## config.mk

```make
export PLATFORM = sky130hd
export DESIGN_NAME = clk_period_meter_flat
export DESIGN_NICKNAME = d
export VERILOG_FILES = /design/src/rtl/clk_period_meter_pkg.sv /design/src/rtl/clk_period_meter_if.sv /design/src/rtl/clk_period_meter_sync_edge_detect.sv /design/src/rtl/clk_period_meter.sv /design/src/flat_wrapper.sv
export SDC_FILE = /design/constraint.sdc
export NUM_CORES = 1
export LEC_CHECK = 0
export ABC_AREA = 1
export CORE_MARGIN = 4
export CORE_UTILIZATION = 52
export CTS_CLUSTER_DIAMETER = 40
export CTS_CLUSTER_SIZE = 10
export DETAILED_ROUTE_END_ITERATION = 6
export GPL_TIMING_DRIVEN = 0
export PLACE_DENSITY = 0.83
export SLEW_MARGIN = 20
export SYNTH_ARGS = -nofsm -noshare
export SYNTH_HDL_FRONTEND = slang
export SYNTH_HIERARCHICAL = 1
export SYNTH_SLANG_ARGS = --single-unit
```

## constraint.sdc

```tcl
create_clock -name clk -period 2.5 [get_ports clk]
set_clock_uncertainty 0.2 [all_clocks]
set_input_delay 0.25 -clock clk [delete_from_list [all_inputs] [get_ports clk]]
set_output_delay 0.25 -clock clk [all_outputs]
set_load 0.02 [all_outputs]
```

## src/rtl/clk_period_meter_pkg.sv

```systemverilog
// Shared timing definitions for the slow-clock meter and the toggle divider.
// Latency: n/a (types and constants only).
// Backpressure: n/a.
//
// DEF_EXP_PERIOD is the one place the divider period lives. The divider and
// the meter both take their default from it, so the two cannot drift apart.
package clk_period_meter_pkg;

  // Measurement FSM encoding.
  typedef enum logic [1:0] {
    ST_IDLE = 2'd0,
    ST_ARM  = 2'd1,
    ST_MEAS = 2'd2
  } meter_state_e;

  localparam int DEF_CNT_W      = 32;
  localparam int DEF_EXP_PERIOD = 100;

endpackage

```

## src/rtl/clk_period_meter_if.sv

```systemverilog
// Bundle of the meter's control input, the slow input and the measurement outputs.
// Latency: n/a (wiring only).
// Backpressure: none; every output is a level or a one-cycle pulse that the consumer samples each cycle.
//
// Ports (master = meter side):
//   en, sig_in                  -> into the meter
//   tick, period, high_time,
//   period_valid, locked,
//   timeout                     <- from the meter
interface clk_period_meter_if
  import clk_period_meter_pkg::*;
#(
  parameter int CNT_W = DEF_CNT_W
);
  logic             en;
  logic             sig_in;
  logic             tick;
  logic [CNT_W-1:0] period;
  logic [CNT_W-1:0] high_time;
  logic             period_valid;
  logic             locked;
  logic             timeout;

  modport master (
    input  en, sig_in,
    output tick, period, high_time, period_valid, locked, timeout
  );

  modport slave (
    output en, sig_in,
    input  tick, period, high_time, period_valid, locked, timeout
  );
endinterface

```

## src/rtl/clk_period_meter_sync_edge_detect.sv

```systemverilog
// Two-flop synchroniser plus a history flop, giving a clean level and single-cycle rise/fall strobes.
// Latency: level is 2 clk edges after d_i is sampled; rise/fall are combinational off level and history.
// Backpressure: none.
//
// Ports: clk, rst (async, active-low), d_i (asynchronous input),
//        level_o (synchronised level), rise_o, fall_o (one-cycle strobes).
module clk_period_meter_sync_edge_detect (
  input  logic clk,
  input  logic rst,
  input  logic d_i,
  output logic level_o,
  output logic rise_o,
  output logic fall_o
);

  logic sync1_q;
  logic sync2_q;
  logic prev_q;

  always_ff @(posedge clk or negedge rst) begin
    if (!rst) begin
      sync1_q <= 1'b0;
      sync2_q <= 1'b0;
      prev_q  <= 1'b0;
    end else begin
      sync1_q <= d_i;
      sync2_q <= sync1_q;
      prev_q  <= sync2_q;
    end
  end

  assign level_o = sync2_q;
  assign rise_o  = sync2_q & ~prev_q;
  assign fall_o  = ~sync2_q & prev_q;

endmodule

```

## src/rtl/clk_period_meter.sv

```systemverilog
// Measures rise-to-rise period and high time of a slow square wave, emits a tick per rise, flags lock and loss of input.
// Latency: tick/period/period_valid appear 3 clk edges after sig_in is first sampled high (2 sync + 1 output register).
// Backpressure: none; tick and period_valid are one-cycle pulses that the consumer must take when they occur.
//
// Ports: clk, rst (async, active-low) plain; bus (clk_period_meter_if.master):
//   en in, sig_in in (async), tick out, period out, high_time out,
//   period_valid out, locked out, timeout out (sticky).
module clk_period_meter
  import clk_period_meter_pkg::*;
#(
  parameter int CNT_W      = DEF_CNT_W,
  parameter int EXP_PERIOD = DEF_EXP_PERIOD,
  parameter int TOL        = 2,
  parameter int LOCK_N     = 4,
  parameter int TIMEOUT    = 1000000
) (
  input logic                clk,
  input logic                rst,
  clk_period_meter_if.master bus
);

  localparam int LC_W = $clog2(LOCK_N + 1);

  localparam logic [CNT_W-1:0] EXP_C = CNT_W'(EXP_PERIOD);
  localparam logic [CNT_W-1:0] TOL_C = CNT_W'(TOL);
  localparam logic [CNT_W-1:0] TO_C  = CNT_W'(TIMEOUT);
  localparam logic [CNT_W-1:0] ONE_C = CNT_W'(1);
  localparam logic [LC_W-1:0]  LN_C  = LC_W'(LOCK_N);

  logic level;
  logic rise;
  logic fall;

  clk_period_meter_sync_edge_detect u_sync (
    .clk     (clk),
    .rst     (rst),
    .d_i     (bus.sig_in),
    .level_o (level),
    .rise_o  (rise),
    .fall_o  (fall)
  );

  meter_state_e     state_q,    state_d;
  logic [CNT_W-1:0] cnt_q,      cnt_d;
  logic [CNT_W-1:0] hcnt_q,     hcnt_d;
  logic [CNT_W-1:0] period_q,   period_d;
  logic [CNT_W-1:0] high_q,     high_d;
  logic [LC_W-1:0]  lock_cnt_q, lock_cnt_d;
  logic             tick_q,     tick_d;
  logic             pv_q,       pv_d;
  logic             locked_q,   locked_d;
  logic             tmo_q,      tmo_d;

  // Both counters saturate at TIMEOUT so a dead input can never wrap them
  // back into a plausible-looking period.
  logic [CNT_W-1:0] cnt_inc;
  logic [CNT_W-1:0] hcnt_inc;
  logic [CNT_W-1:0] diff;
  logic             in_range;
  logic [LC_W-1:0]  lock_inc;

  assign cnt_inc  = (cnt_q  < TO_C) ? cnt_q  + ONE_C : TO_C;
  assign hcnt_inc = (hcnt_q < TO_C) ? hcnt_q + ONE_C : TO_C;

  // Absolute difference taken by ordering first, so no signed arithmetic
  // or underflow is involved.
  assign diff     = (cnt_q >= EXP_C) ? (cnt_q - EXP_C) : (EXP_C - cnt_q);
  assign in_range = (diff <= TOL_C);
  assign lock_inc = (lock_cnt_q == LN_C) ? LN_C : lock_cnt_q + 1'b1;

  always_comb begin
    state_d    = state_q;
    cnt_d      = cnt_q;
    hcnt_d     = hcnt_q;
    period_d   = period_q;
    high_d     = high_q;
    lock_cnt_d = lock_cnt_q;
    locked_d   = locked_q;
    tmo_d      = tmo_q;
    pv_d       = 1'b0;
    tick_d     = rise & bus.en;

    if (!bus.en) begin
      // Disable overrides everything, including a rise in the same cycle.
      // period/high_time keep their last values for the consumer.
      state_d    = ST_IDLE;
      cnt_d      = '0;
      hcnt_d     = '0;
      lock_cnt_d = '0;
      locked_d   = 1'b0;
      tmo_d      = 1'b0;
    end else begin
      unique case (state_q)
        ST_IDLE: begin
          state_d = ST_ARM;
        end

        ST_ARM: begin
          if (rise) begin
            // First edge only opens the window; there is nothing to report yet.
            cnt_d   = ONE_C;
            hcnt_d  = ONE_C;
            tmo_d   = 1'b0;
            state_d = ST_MEAS;
          end else begin
            cnt_d = cnt_inc;
            if (cnt_q == TO_C) begin
              tmo_d      = 1'b1;
              locked_d   = 1'b0;
              lock_cnt_d = '0;
            end
          end
        end

        ST_MEAS: begin
          if (rise) begin
            // A rise on the timeout cycle is still a valid period.
            period_d = cnt_q;
            pv_d     = 1'b1;
            cnt_d    = ONE_C;
            hcnt_d   = ONE_C;
            tmo_d    = 1'b0;
            if (in_range) begin
              lock_cnt_d = lock_inc;
              locked_d   = (lock_inc == LN_C);
            end else begin
              lock_cnt_d = '0;
              locked_d   = 1'b0;
            end
          end else begin
            cnt_d = cnt_inc;
            if (fall) begin
              high_d = hcnt_q;
            end else if (level) begin
              hcnt_d = hcnt_inc;
            end
            if (cnt_q == TO_C) begin
              tmo_d      = 1'b1;
              locked_d   = 1'b0;
              lock_cnt_d = '0;
              state_d    = ST_ARM;
            end
          end
        end

        default: begin
          state_d = ST_IDLE;
        end
      endcase
    end
  end

  always_ff @(posedge clk or negedge rst) begin
    if (!rst) begin
      state_q    <= ST_IDLE;
      cnt_q      <= '0;
      hcnt_q     <= '0;
      period_q   <= '0;
      high_q     <= '0;
      lock_cnt_q <= '0;
      tick_q     <= 1'b0;
      pv_q       <= 1'b0;
      locked_q   <= 1'b0;
      tmo_q      <= 1'b0;
    end else begin
      state_q    <= state_d;
      cnt_q      <= cnt_d;
      hcnt_q     <= hcnt_d;
      period_q   <= period_d;
      high_q     <= high_d;
      lock_cnt_q <= lock_cnt_d;
      tick_q     <= tick_d;
      pv_q       <= pv_d;
      locked_q   <= locked_d;
      tmo_q      <= tmo_d;
    end
  end

  assign bus.tick         = tick_q;
  assign bus.period       = period_q;
  assign bus.high_time    = high_q;
  assign bus.period_valid = pv_q;
  assign bus.locked       = locked_q;
  assign bus.timeout      = tmo_q;

endmodule

```

## src/flat_wrapper.sv

```systemverilog
// flat-port wrapper written by rule: the top's interface ports become plain ports
module clk_period_meter_flat import clk_period_meter_pkg::*;
#(
  parameter int CNT_W      = DEF_CNT_W,
  parameter int EXP_PERIOD = DEF_EXP_PERIOD,
  parameter int TOL        = 2,
  parameter int LOCK_N     = 4,
  parameter int TIMEOUT    = 1000000
)
  (clk, rst, bus_en, bus_sig_in, bus_tick, bus_period, bus_high_time, bus_period_valid, bus_locked, bus_timeout);
  clk_period_meter_if #(.CNT_W(CNT_W)) bus_i ();
  input logic clk;
  input logic rst;
  input wire logic [$bits(bus_i.en)-1:0] bus_en;
  input wire logic [$bits(bus_i.sig_in)-1:0] bus_sig_in;
  output wire logic [$bits(bus_i.tick)-1:0] bus_tick;
  output wire logic [$bits(bus_i.period)-1:0] bus_period;
  output wire logic [$bits(bus_i.high_time)-1:0] bus_high_time;
  output wire logic [$bits(bus_i.period_valid)-1:0] bus_period_valid;
  output wire logic [$bits(bus_i.locked)-1:0] bus_locked;
  output wire logic [$bits(bus_i.timeout)-1:0] bus_timeout;
  assign bus_i.en = bus_en;
  assign bus_i.sig_in = bus_sig_in;
  assign bus_tick = bus_i.tick;
  assign bus_period = bus_i.period;
  assign bus_high_time = bus_i.high_time;
  assign bus_period_valid = bus_i.period_valid;
  assign bus_locked = bus_i.locked;
  assign bus_timeout = bus_i.timeout;
  clk_period_meter #(.CNT_W(CNT_W), .EXP_PERIOD(EXP_PERIOD), .TOL(TOL), .LOCK_N(LOCK_N), .TIMEOUT(TIMEOUT)) u_core (.clk(clk), .rst(rst), .bus(bus_i));
endmodule
```

==> results.yml <==
outcome:
  violations: "setup timing"
  status: "complete, but fails checks"
drt:
  first_iter_violations: 613
  drt-wirelength-per-cell_um: 16.08
  drc: 0
  antenna_left: 0
  via_per_inst: 5.582
  dr.pass1.iters: 6
  vias: 7156
  wl_um: 20610
placed_design:
  gp_congestion: 0.9643
  place_inst: 1210
  placed_area_um2: 8369
  portBuffers: 70
  dpl.hpwl_um: 13760
global_routing:
  grt-ovfl-total: 0
  grt_pass1_wl_um: 33390
  grt_pass1_vias: 7000
  track_usage_pct: 25.77
  grt_max_degree: 94
  antenna_found_initial: 0
clock_tree:
  cts_max_level: 4
  clock-root-buffer: "clkbuf_16"
  insertion_delay_ns: 0.42
  cts_num_sinks: 140
  clock_path_buffers: 2
  clk_pin_slew_ns: 0.06
  cts_tree: "yes"
  numCtsBuffers: 17
finish:
  layout_commonest_cell: "nand2_1"
  nets: 1106
  final_area_um2: 9612
  n_antenna_cell: 0
  final_cell_mix: "221 x nand2_1, 132 x dfrtp_1, 115 x nor2_1"
  syn_to_final_growth_pct: 29.74
  drive_gt1_share_pct: 16.61
  layoutNonFillerInstCount: 1282
floorplanning:
  initial_core_util_pct: 53.17
  die-width_um: 127.4
  rows: 43
  die_area_um2: 16220
  core_area_um2: 13930
  ios: 72
  die_h_um: 127.4
timing:
  timing.fmax_mhz: 358.0
  hold_viol: 0
  worst_pin_slew_ns: 0.5265
  grt_setup_unrepaired: "yes"
  post-route-period-util_pct: 111.7
  timing.final.ws_setup_ns: -0.2932
  fin_crit_ns: 2.793
  slew_headroom_pct: 64.63
  setup_viol_count_final: 5
  final_max_slew_viol_count: 0
critical_path:
  crit_type: "flip-flop to flip-flop"
  start_kind: "flip-flop"
  crit_arrival_ns: 2.95
  cp-end-kind: "flip-flop"
  cp.required_ns: 2.66
  worstPathMaxFanout: 6
yosys:
  ys_top_cells_by_area: "dfrtp_1 47%, nand2_1 12%, o21ai_0 7.0%"
  yosys_warnings: 6
  yosys.area.top_type: "dfrtp_1"
  synth.yosys.seq_area_share_pct: 47.29
  yosys_register_bits: 140
  synth_cell_type_count: 46
  synthCells: 959
  syn_nets: 976
  synth_top_area_share_pct: 47.29
  synthesis.area_um2: 7408
  synth_edf_count: 0
  synth_ff_type: "dfrtp_1"
  ys_async_sr_fraction_pct: 100.0
  syn_area_per_cell_um2: 7.725
power_and_ir_drop:
  static-leakage-power_nw: 4.637
  ir_drop_v: 0.0006214
  powerDensity_nw_per_um2: 757.9
job:
  max_cap_viol_count: 0
min_path:
  worst_hold_path_type: "input port to flip-flop"
## per-layer routing
layer	share of wire (%)	routed length (um)	GRT usage [%]	vias up
li1	-	-	-	3342
met1	39	8011	29.88	3403
met2	50	10360	45.06	328
met3	7.1	1461	6.187	83
met4	3.8	777	11.80	0
met5	0	0	0	-
## flip-flops by register name, indices dropped and copies added, names as in the netlist
signal                   cells
u_core/state_q               2
u_core/bus.locked            1
u_core/u_sync/level_o        1
u_core/bus.period_valid      1
u_core/u_sync/prev_q         1
u_core/u_sync/sync1_q        1
u_core/bus.timeout           1
u_core/lock_cnt_q            3
u_core/cnt_q                32
u_core/bus.high_time        32
u_core/bus.tick              1
u_core/bus.period           32
u_core/hcnt_q               32
## where the power goes
group          total, W  switching [W]  internal [W]
clock           0.00260       0.000994       0.00161
sequential      0.00275       0.000178       0.00257
combinational   0.00194        0.00115      0.000784
total           0.00729        0.00233       0.00496
## metrics by stage
stage | hold slack, ns | util, % | setup slack (ns) | setup TNS, ns | power (W)
floorplan | -0.2456 | - | 0.02455 | 0 | 0.003724
global placement | 0.1368 | 59.83 | -4.397 | -625.63 | 0.004523
detailed placement | -0.03227 | 60.06 | -0.6816 | -14.60 | 0.004561
CTS | 0.02337 | 67.55 | -0.2109 | -0.7775 | 0.007281
global route | 0.06836 | 68.98 | -0.3938 | -2.046 | 0.007632
finish | 0.06119 | 68.98 | -0.2932 | -1.139 | 0.007285
## synth_stat cells, types with 2 or more instances
library cell,n
a211oi_1,2
a21oi_1,12
buf_6,2
clkbuf_1,20
dfrtp_1,140
ha_1,13
inv_1,109
inv_2,8
nand2_1,232
nand2_2,6
nand2_4,3
nand3_1,46
nand4_1,16
nor2_1,129
nor2_2,8
nor2_4,2
nor3_1,29
nor4_1,8
o211ai_1,2
o21ai_0,103
o21ai_1,7
o22ai_1,4
xor2_1,35
## worst max-delay path, stage by stage, from the launching register on
cell and delay [ns]:
dfrtp_2 0.43, buf_6 0.14, ha_2 0.19, inv_1 0.07, nor2_1 0.05, nand2_1 0.11, nor2_4 0.06, nand2_4 0.08
buf_4 0.12, nand3_4 0.08, buf_6 0.15, buf_4 0.13, nand2_1 0.08, o211ai_1 0.10, nor2_1 0.13, nand2_1 0.09
nor2_4 0.19, nand2_4 0.09, o21ai_2 0.11, nand2_1 0.06, nand2_1 0.06
## final timing paths
| path | from | endpoint | slack, ns | cells after the start |
|---|---|---|---|---|
| min in group asynchronous | rst | u_core/bus.high_time[25]$_DFFE_PN0P_ | 0.12 | 2 |
| max reg2reg | u_core/cnt_q[2]$_DFFE_PN0P_ | u_core/lock_cnt_q[0]$_DFFE_PN0P_ | -0.29 | 20 |
| min reg2reg | u_core/u_sync/sync1_q$_DFF_PN0_ | u_core/u_sync/level_o$_DFF_PN0_ | 0.16 | 0 |
| max in group asynchronous | rst | u_core/cnt_q[2]$_DFFE_PN0P_ | 1.20 | 3 |
| min | bus_en | u_core/bus.tick$_DFF_PN0_ | 0.06 | 3 |
| max | u_core/cnt_q[2]$_DFFE_PN0P_ | u_core/lock_cnt_q[0]$_DFFE_PN0P_ | -0.29 | 20 |
## area by class of cell
type | count | area (um2)
clock inverter | 12 | 158.9
tap | 180 | 225.2
buffer | 23 | 118.9
clock buffer | 20 | 446.7
timing repair buffer | 113 | 1067
multi-input combinational | 674 | 3618
fill | 1068 | 4323
inverter | 120 | 462.9
sequential | 140 | 3513
## timing repair
action,in CTS,in global routing
resized for setup,72,38
pin swaps,27,23
endpoints found under the setup margin,67,64
setup buffers,31,9
gates cloned,1,0
endpoints found under the hold margin,140,0
hold buffers,1,0
## logic make-up after synthesis
kind of cell    synth area share [%]
buf+inv                        7.803
simple gates                   28.34
fa+ha+maj                      2.196
flops                          47.29
compound gates                 9.965
xor+xnor                       4.256
mux                           0.1520
(Power assumes the default switching activity.)
